<file path="config.mk">
export PLATFORM = sky130hd
export DESIGN_NAME = pc_sequencer
export DESIGN_NICKNAME = d
export VERILOG_FILES = /design/src/rtl/pc_sequencer.sv
export SDC_FILE = /design/constraint.sdc
export NUM_CORES = 1
export LEC_CHECK = 0
export CORE_ASPECT_RATIO = 0.7
export CORE_MARGIN = 2
export CORE_UTILIZATION = 35
export DETAILED_ROUTE_END_ITERATION = 7
export GPL_TIMING_DRIVEN = 0
export PLACE_DENSITY_LB_ADDON = 0.2
export SYNTH_ARGS = -nofsm -noshare
export SYNTH_HDL_FRONTEND = slang
export SYNTH_SLANG_ARGS = --single-unit
export TNS_END_PERCENT = 30
</file>
<file path="constraint.sdc">
create_clock -name clock -period 4.7 [get_ports clock]
set_clock_uncertainty 0.05 [all_clocks]
set_input_delay 0.47 -clock clock [delete_from_list [all_inputs] [get_ports clock]]
set_output_delay 0.47 -clock clock [all_outputs]
set_load 0.005 [all_outputs]
</file>
<file path="src/rtl/pc_sequencer.sv">
// pc_sequencer: program-counter sequencer with optional single-level interrupt.
//
// Optional feature macro: PC_SEQ_IRQ_EN. When it is defined, the sequencer has
// RUN/WAIT/ISR states, wfi/rfi and a level-sensitive irq. When it is undefined,
// the sequencer is a plain next-PC register. wfi/rfi then behave as pc+1, and
// the interrupt outputs are tied off. The ports are the same in both builds.
//
// Ports:
//   clock            rising-edge clock
//   reset            synchronous active-high reset
//   pc_mux[1:0]      next-PC select: 0=ADD, 1=WREG, 2=LIT, 3=SAVE
//   opcode[4:0]      current opcode; opcode[4:1]=E is wfi, F is rfi
//   lit, w_reg       branch targets
//   skip             ALU skip flag (adds one more in ADD)
//   irq              level-sensitive interrupt request
//   stall            holds all state when high
//   pc, saved_pc     registered fetch address / return address
//   interrupt_active high in ISR
//   waiting          high in WAIT
//   fetch_valid      high when pc addresses an instruction to execute
module pc_sequencer #(
    parameter int unsigned          PC_WIDTH     = 12,
    parameter logic [PC_WIDTH-1:0]  RESET_VECTOR = '0,
    parameter logic [PC_WIDTH-1:0]  IRQ_VECTOR   = PC_WIDTH'(4)
) (
    input  logic                clock,
    input  logic                reset,
    input  logic [1:0]          pc_mux,
    input  logic [4:0]          opcode,
    input  logic [PC_WIDTH-1:0] lit,
    input  logic [PC_WIDTH-1:0] w_reg,
    input  logic                skip,
    input  logic                irq,
    input  logic                stall,
    output logic [PC_WIDTH-1:0] pc,
    output logic [PC_WIDTH-1:0] saved_pc,
    output logic                interrupt_active,
    output logic                waiting,
    output logic                fetch_valid
);

    localparam logic [1:0] MUX_ADD  = 2'd0;
    localparam logic [1:0] MUX_WREG = 2'd1;
    localparam logic [1:0] MUX_LIT  = 2'd2;
    localparam logic [1:0] MUX_SAVE = 2'd3;

    logic [PC_WIDTH-1:0] npc;
    logic                rfi_restore;   // rfi executed in ISR: return to saved_pc
    logic                unused_inputs;

    // Next-PC candidate; all arithmetic wraps at PC_WIDTH bits.
    always_comb begin
        npc = pc + PC_WIDTH'(1);
        case (pc_mux)
            MUX_ADD:  npc = pc + PC_WIDTH'(1) + PC_WIDTH'(skip);
            MUX_WREG: npc = w_reg;
            MUX_LIT:  npc = lit;
            MUX_SAVE: npc = rfi_restore ? saved_pc : pc + PC_WIDTH'(1);
            default:  npc = pc + PC_WIDTH'(1);
        endcase
    end

`ifdef PC_SEQ_IRQ_EN

    typedef enum logic [1:0] {
        ST_RUN  = 2'd0,
        ST_WAIT = 2'd1,
        ST_ISR  = 2'd2
    } state_t;

    state_t              state;
    state_t              state_next;
    logic [PC_WIDTH-1:0] pc_next;
    logic [PC_WIDTH-1:0] saved_next;
    logic                is_wfi;
    logic                is_rfi;

    assign is_wfi        = (pc_mux == MUX_SAVE) && (opcode[4:1] == 4'hE);
    assign is_rfi        = (pc_mux == MUX_SAVE) && (opcode[4:1] == 4'hF);
    assign rfi_restore   = is_rfi && (state == ST_ISR);
    assign unused_inputs = opcode[0];

    // State, pc and return address; stall freezes everything, reset wins.
    always_ff @(posedge clock) begin
        if (reset) begin
            state    <= ST_RUN;
            pc       <= RESET_VECTOR;
            saved_pc <= '0;
        end else if (!stall) begin
            state    <= state_next;
            pc       <= pc_next;
            saved_pc <= saved_next;
        end
    end

    // Next state; an irq in RUN takes priority over a simultaneous wfi.
    always_comb begin
        state_next = state;
        pc_next    = pc;
        saved_next = saved_pc;
        case (state)
            ST_RUN: begin
                if (irq) begin
                    saved_next = npc;
                    pc_next    = IRQ_VECTOR;
                    state_next = ST_ISR;
                end else begin
                    pc_next = npc;
                    if (is_wfi) state_next = ST_WAIT;
                end
            end
            ST_WAIT: begin
                if (irq) begin
                    saved_next = pc;
                    pc_next    = IRQ_VECTOR;
                    state_next = ST_ISR;
                end
            end
            ST_ISR: begin
                // No nesting: irq is ignored until rfi has returned to RUN.
                pc_next = npc;
                if (is_rfi) state_next = ST_RUN;
            end
            default: state_next = ST_RUN;
        endcase
    end

    assign interrupt_active = (state == ST_ISR);
    assign waiting          = (state == ST_WAIT);
    assign fetch_valid      = (state != ST_WAIT);

`else

    assign rfi_restore      = 1'b0;
    assign unused_inputs    = ^{irq, opcode};
    assign saved_pc         = '0;
    assign interrupt_active = 1'b0;
    assign waiting          = 1'b0;
    assign fetch_valid      = 1'b1;

    // Plain PC register: every unstalled edge takes the next-PC candidate.
    always_ff @(posedge clock) begin
        if (reset) begin
            pc <= RESET_VECTOR;
        end else if (!stall) begin
            pc <= npc;
        end
    end

`endif

endmodule

</file>
Yosys cells after proc, flatten, opt, wreduce, memory -nomap -nowiden
Index checks and enable logic that the tools add are counted.
Word-level totals
  output and inout bits: 27
  word-level logic and storage cells: 8
  flip-flop bits (word level): 12
Cells by class
  equal/unequal tests: 3
  $add $sub $neg: 2
  reduce and logical (&&, ||, !) cells: 1
  muxes and demuxes: 1
Operator list (count)
  $pmux W12 S4: 1
  $add A12 B1 Y12: 1
  $add A12 B1 Y12 const B: 1
  $eq A2 B2 Y1 const B: 2
  $eq A2 B1 Y1 const B: 1
  $logic_not A2 Y1: 1

Depth between registers and ports, before layout
  depth in word-level cells: 3
  depth in mapped cells: 10
  gate-level depth less buffers: 9

Least setup slack after synthesis
Ideal clock, no wire load.
  kind: register -> register
  start: reg pc[1]
  end: reg pc[6]
  setup time: 0.124 ns
  path slack: 2.713 ns
  stages on the path, launching flop included: 9
  data required time: 4.526 ns
  buffers on the path: 0
  data arrival time: 1.812 ns
  cells stage by stage: dfxtp_1 -> ha_1 -> ha_1 -> a21boi_0 -> o21ai_0 -> a21boi_0 -> o21ai_0 -> a211oi_1 -> a211oi_1
Between the ends
  longest elaborated chain between the ends: 3
Ends and longest elaborated chain
  from (decl): RTL line 35  | output logic [PC_WIDTH-1:0] pc,
  from (signal assigned): RTL line 146  | pc <= npc;
  $add A12 B1 Y12 (*)
  $add A12 B1 Y12: RTL line 55  | MUX_ADD: npc = pc + PC_WIDTH'(1) + PC_WIDTH'(skip);
  $pmux W12 S4 (*): RTL line 54  | case (pc_mux)
Mark *: on every way between the ends. The rest lies on a longest branch, timed or not.
A chain may end at the register's enable or synchronous reset.

Worst setup path after layout
  start: in skip
  end: reg pc[6]
Between the ends
  longest elaborated chain between the ends: 2
Ends and longest elaborated chain
  from (decl): RTL line 32  | input logic skip,
  $add A12 B1 Y12: RTL line 55
  $pmux W12 S4: RTL line 54
No other way between the ends.

==> impl_metrics.csv <==
group,metric,value,unit
die,rows,20,
detailed_routing,wl_per_cell,13.4,um
synthesis,netlist_area,0.00152,mm2
finish,num-nets-final,296,
die,die_x,82.8,um
synthesis,yosysSeqAreaShare,0.158,
finish,layout-drive-gt1-share,0.149,
global_routing,antenna_found_initial,0,
finish,area.sequential,240,um2
critical_path,cp_data_arrival_time,2.54,ns
clock_tree,cts.clk_slew.worst_paths,0.06,ns
clock_tree,cts_tree,"yes",
synthesis,synth_edf_count,0,
finish,fin_area,0.00209,mm2
clock_tree,cts_inserted_buffers,3,
die,core-area,0.00425,mm2
finish,largest_reg_flops,12,
pwr,p_leak,0.839,nW
detailed_routing,ant_nets,0,
detailed_routing,met2_length,1.77,mm
synthesis,ys_seq_elements,12,
critical_path,end_kind,"flop",
critical_path,r2r_start,"pc[0]$_SDFFE_PP0N_",
detailed_routing,drtIter0Drc,125,
detailed_routing,dr_wl_met3,359,um
hold_path,hp-start,"pc[1]$_SDFFE_PP0N_",
critical_path,r2r-end,"pc[6]$_SDFFE_PP0N_",
detailed_routing,drc,0,
global_routing,grt_pass1_wl,6.69,mm
sta,setup_viol,0,
detailed_routing,via_per_inst,5.22,
hold_path,hold_end,"pc[1]$_SDFFE_PP0N_",
detailed_routing,drtPass1Iterations,5,
global_routing,grt_usage,0.181,
sta,relSlewSlack,0.586,
finish,multiInputGateArea,0.00107,mm2
placed_design,dpl-instance-area,0.00205,mm2
sta,fin_crit_sh,0.522,
job,drv_cap,0,
clock_tree,clock_sinks,12,
finish,reg_top3,"pc: 12 flops",
critical_path,rrSetupSlack,2.35,ns
sta,hold_viol,0,
clock_tree,clockBufferDepth,2,
detailed_routing,met1_length,1.98,mm
hold_path,holdPathStages,2,
clock_tree,postCtsSetupBuffers,0,
clock_tree,cts-htree-levels,1,
synthesis,synth_flop_cell,"dfxtp_1",
detailed_routing,vias,1619,
critical_path,path_class,"input pin to flop",
synthesis,async_flop_share,0,
pwr,peakVddDrop,0.000116,V
synthesis,syn_avg_cell_area,7.68,um2
critical_path,worstSetupStartpointType,"input pin",
placed_design,place.gp.congestion,0.917,
sta,fmax,0.408,GHz
synthesis,ys_types,56,
placed_design,portBuffers,41,
detailed_routing,routed_wl,4.14,mm
placed_design,hpwlAfterDp,3.22,mm
critical_path,reg2reg_depth,10,
clock_tree,post_cts_resized,0,
sta,fin_crit,2.45,ns
sta,finalSetupTns,0,ns
finish,num_antenna_cells,0,
pwr,p_per_area,181,mW/mm2
synthesis,syn_inst,198,
die,io_pins,63,
global_routing,grt.overflow.total,0,
clock_tree,clk_latency,0.25,ns
finish,mostFrequentLayoutCell,"clkdlybuf4s50_1",
detailed_routing,maxUsedRoutingLayer,"met4",
run_status,status,"finished, final reports clean",
finish,area_delta_synth_final,37.4,%
critical_path,path_max_fanout,7,
clock_tree,ctsHoldBuffers,0,
clock_tree,cts_root_buffer,"clkbuf_8",
hold_path,hp-class,"flop to flop",
sta,worst_pin_slew,0.619,ns
critical_path,crit_required,4.78,ns
die,initial_core_util,0.357,
sta,slew_viol_final,0,
sta,rsz0062_at_grt,"false",
finish,fill_cells,445,
synthesis,yosysWarnings,0,
global_routing,grt_pass1_vias,1408,
finish,regMostFlops,"pc",
die,die-height,59.1,um
global_routing,grt_max_degree,11,
finish,final_cell_mix,"41 x clkdlybuf4s50_1, 17 x nand2_1, 15 x nor2_1, 15 x buf_4, 15 x conb_1",
die,die_area,0.00490,mm2
## cell usage after synthesis (all sizes together) (2+ instances only)
cell type | count | area share
a211oi | 3 | 0.015
a21boi | 3 | 0.015
a21oi | 14 | 0.046
a221o | 3 | 0.020
a221oi | 2 | 0.012
a22oi | 2 | 0.0099
and3 | 5 | 0.021
buf | 20 | 0.099
clkbuf | 6 | 0.035
conb | 2 | 0.0049
dfxtp | 12 | 0.16
ha | 3 | 0.025
inv | 5 | 0.012
mux2i | 3 | 0.020
mux4 | 3 | 0.044
nand2 | 18 | 0.046
nand2b | 5 | 0.021
nand3 | 9 | 0.036
nand4 | 6 | 0.025
nor2 | 15 | 0.037
nor2b | 2 | 0.0082
nor3 | 3 | 0.0099
o211ai | 3 | 0.018
o21ai | 11 | 0.036
o21bai | 2 | 0.0099
o221ai | 2 | 0.012
o22ai | 3 | 0.012
o31ai | 2 | 0.0099
xnor2 | 7 | 0.040
xor2 | 7 | 0.040
## metal layers
| metal | GRT usage | vias to the layer above |
|---|---|---|
| li1 | - | 812 |
| met3 | 0.0442 | 4 |
| met4 | 0.0304 | 0 |
| met2 | 0.272 | 70 |
| met1 | 0.266 | 733 |
| met5 | 0 | - |
## power by group
part           total, mW  switching (mW)  leakage (nW)  internal [mW]
clock              0.102          0.0448        0.0216         0.0568
combinational      0.154          0.0650         0.718         0.0894
sequential         0.122          0.0114        0.0991          0.110
## layout make-up
class	instances	area share
Inverter	6	0.0108
Tap cell	55	0.0329
Timing Repair Buffer	41	0.196
Buffer	27	0.113
Sequential cell	12	0.115
Multi-Input combinational cell	166	0.512
Clock buffer	3	0.0198
## worst max-delay path, cell delays in order
cell and delay, ns:
clkdlybuf4s50_1 0.47, ha_1 0.19, ha_1 0.30, a21boi_0 0.20
o21ai_0 0.09, a21boi_0 0.30, o21ai_0 0.17, a211oi_1 0.26
a211oi_1 0.07
## stage by stage
stage	setup slack [ns]	hold slack, ns	power (mW)	utilization	cells
2_1_floorplan	2.71	0.506	0.216	-	211
3_5_place_dp	2.04	0.548	0.278	0.481	307
3_3_place_gp	2.06	0.539	0.276	0.481	307
6_report	2.25	0.554	0.378	0.491	310
4_1_cts	2.27	0.558	0.381	0.491	310
5_1_grt	2.07	0.591	0.402	0.491	310
## cell families (layout without fill, tap and decap cells)
group	after synthesis	after routing	synth area share
mux	7	7	0.0716
flops	12	12	0.158
fa+ha+maj	3	3	0.0247
other cells	2	15	0.00494
xor+xnor	14	14	0.0807
compound gates	58	58	0.258
buf+inv	33	77	0.170
simple gates	69	69	0.232
## worst max-delay path by stage
stage                         endpoint  cells past startpoint  slack (ns)          startpoint
floorplan           pc[6]$_SDFFE_PP0N_                      8        2.71  pc[1]$_SDFFE_PP0N_
global placement    pc[6]$_SDFFE_PP0N_                      9        2.06                skip
detailed placement  pc[6]$_SDFFE_PP0N_                      9        2.04                skip
CTS                 pc[6]$_SDFFE_PP0N_                      9        2.27                skip
global route        pc[6]$_SDFFE_PP0N_                      9        2.07                skip
finish              pc[6]$_SDFFE_PP0N_                      9        2.25                skip
(Power assumes the default switching activity.)
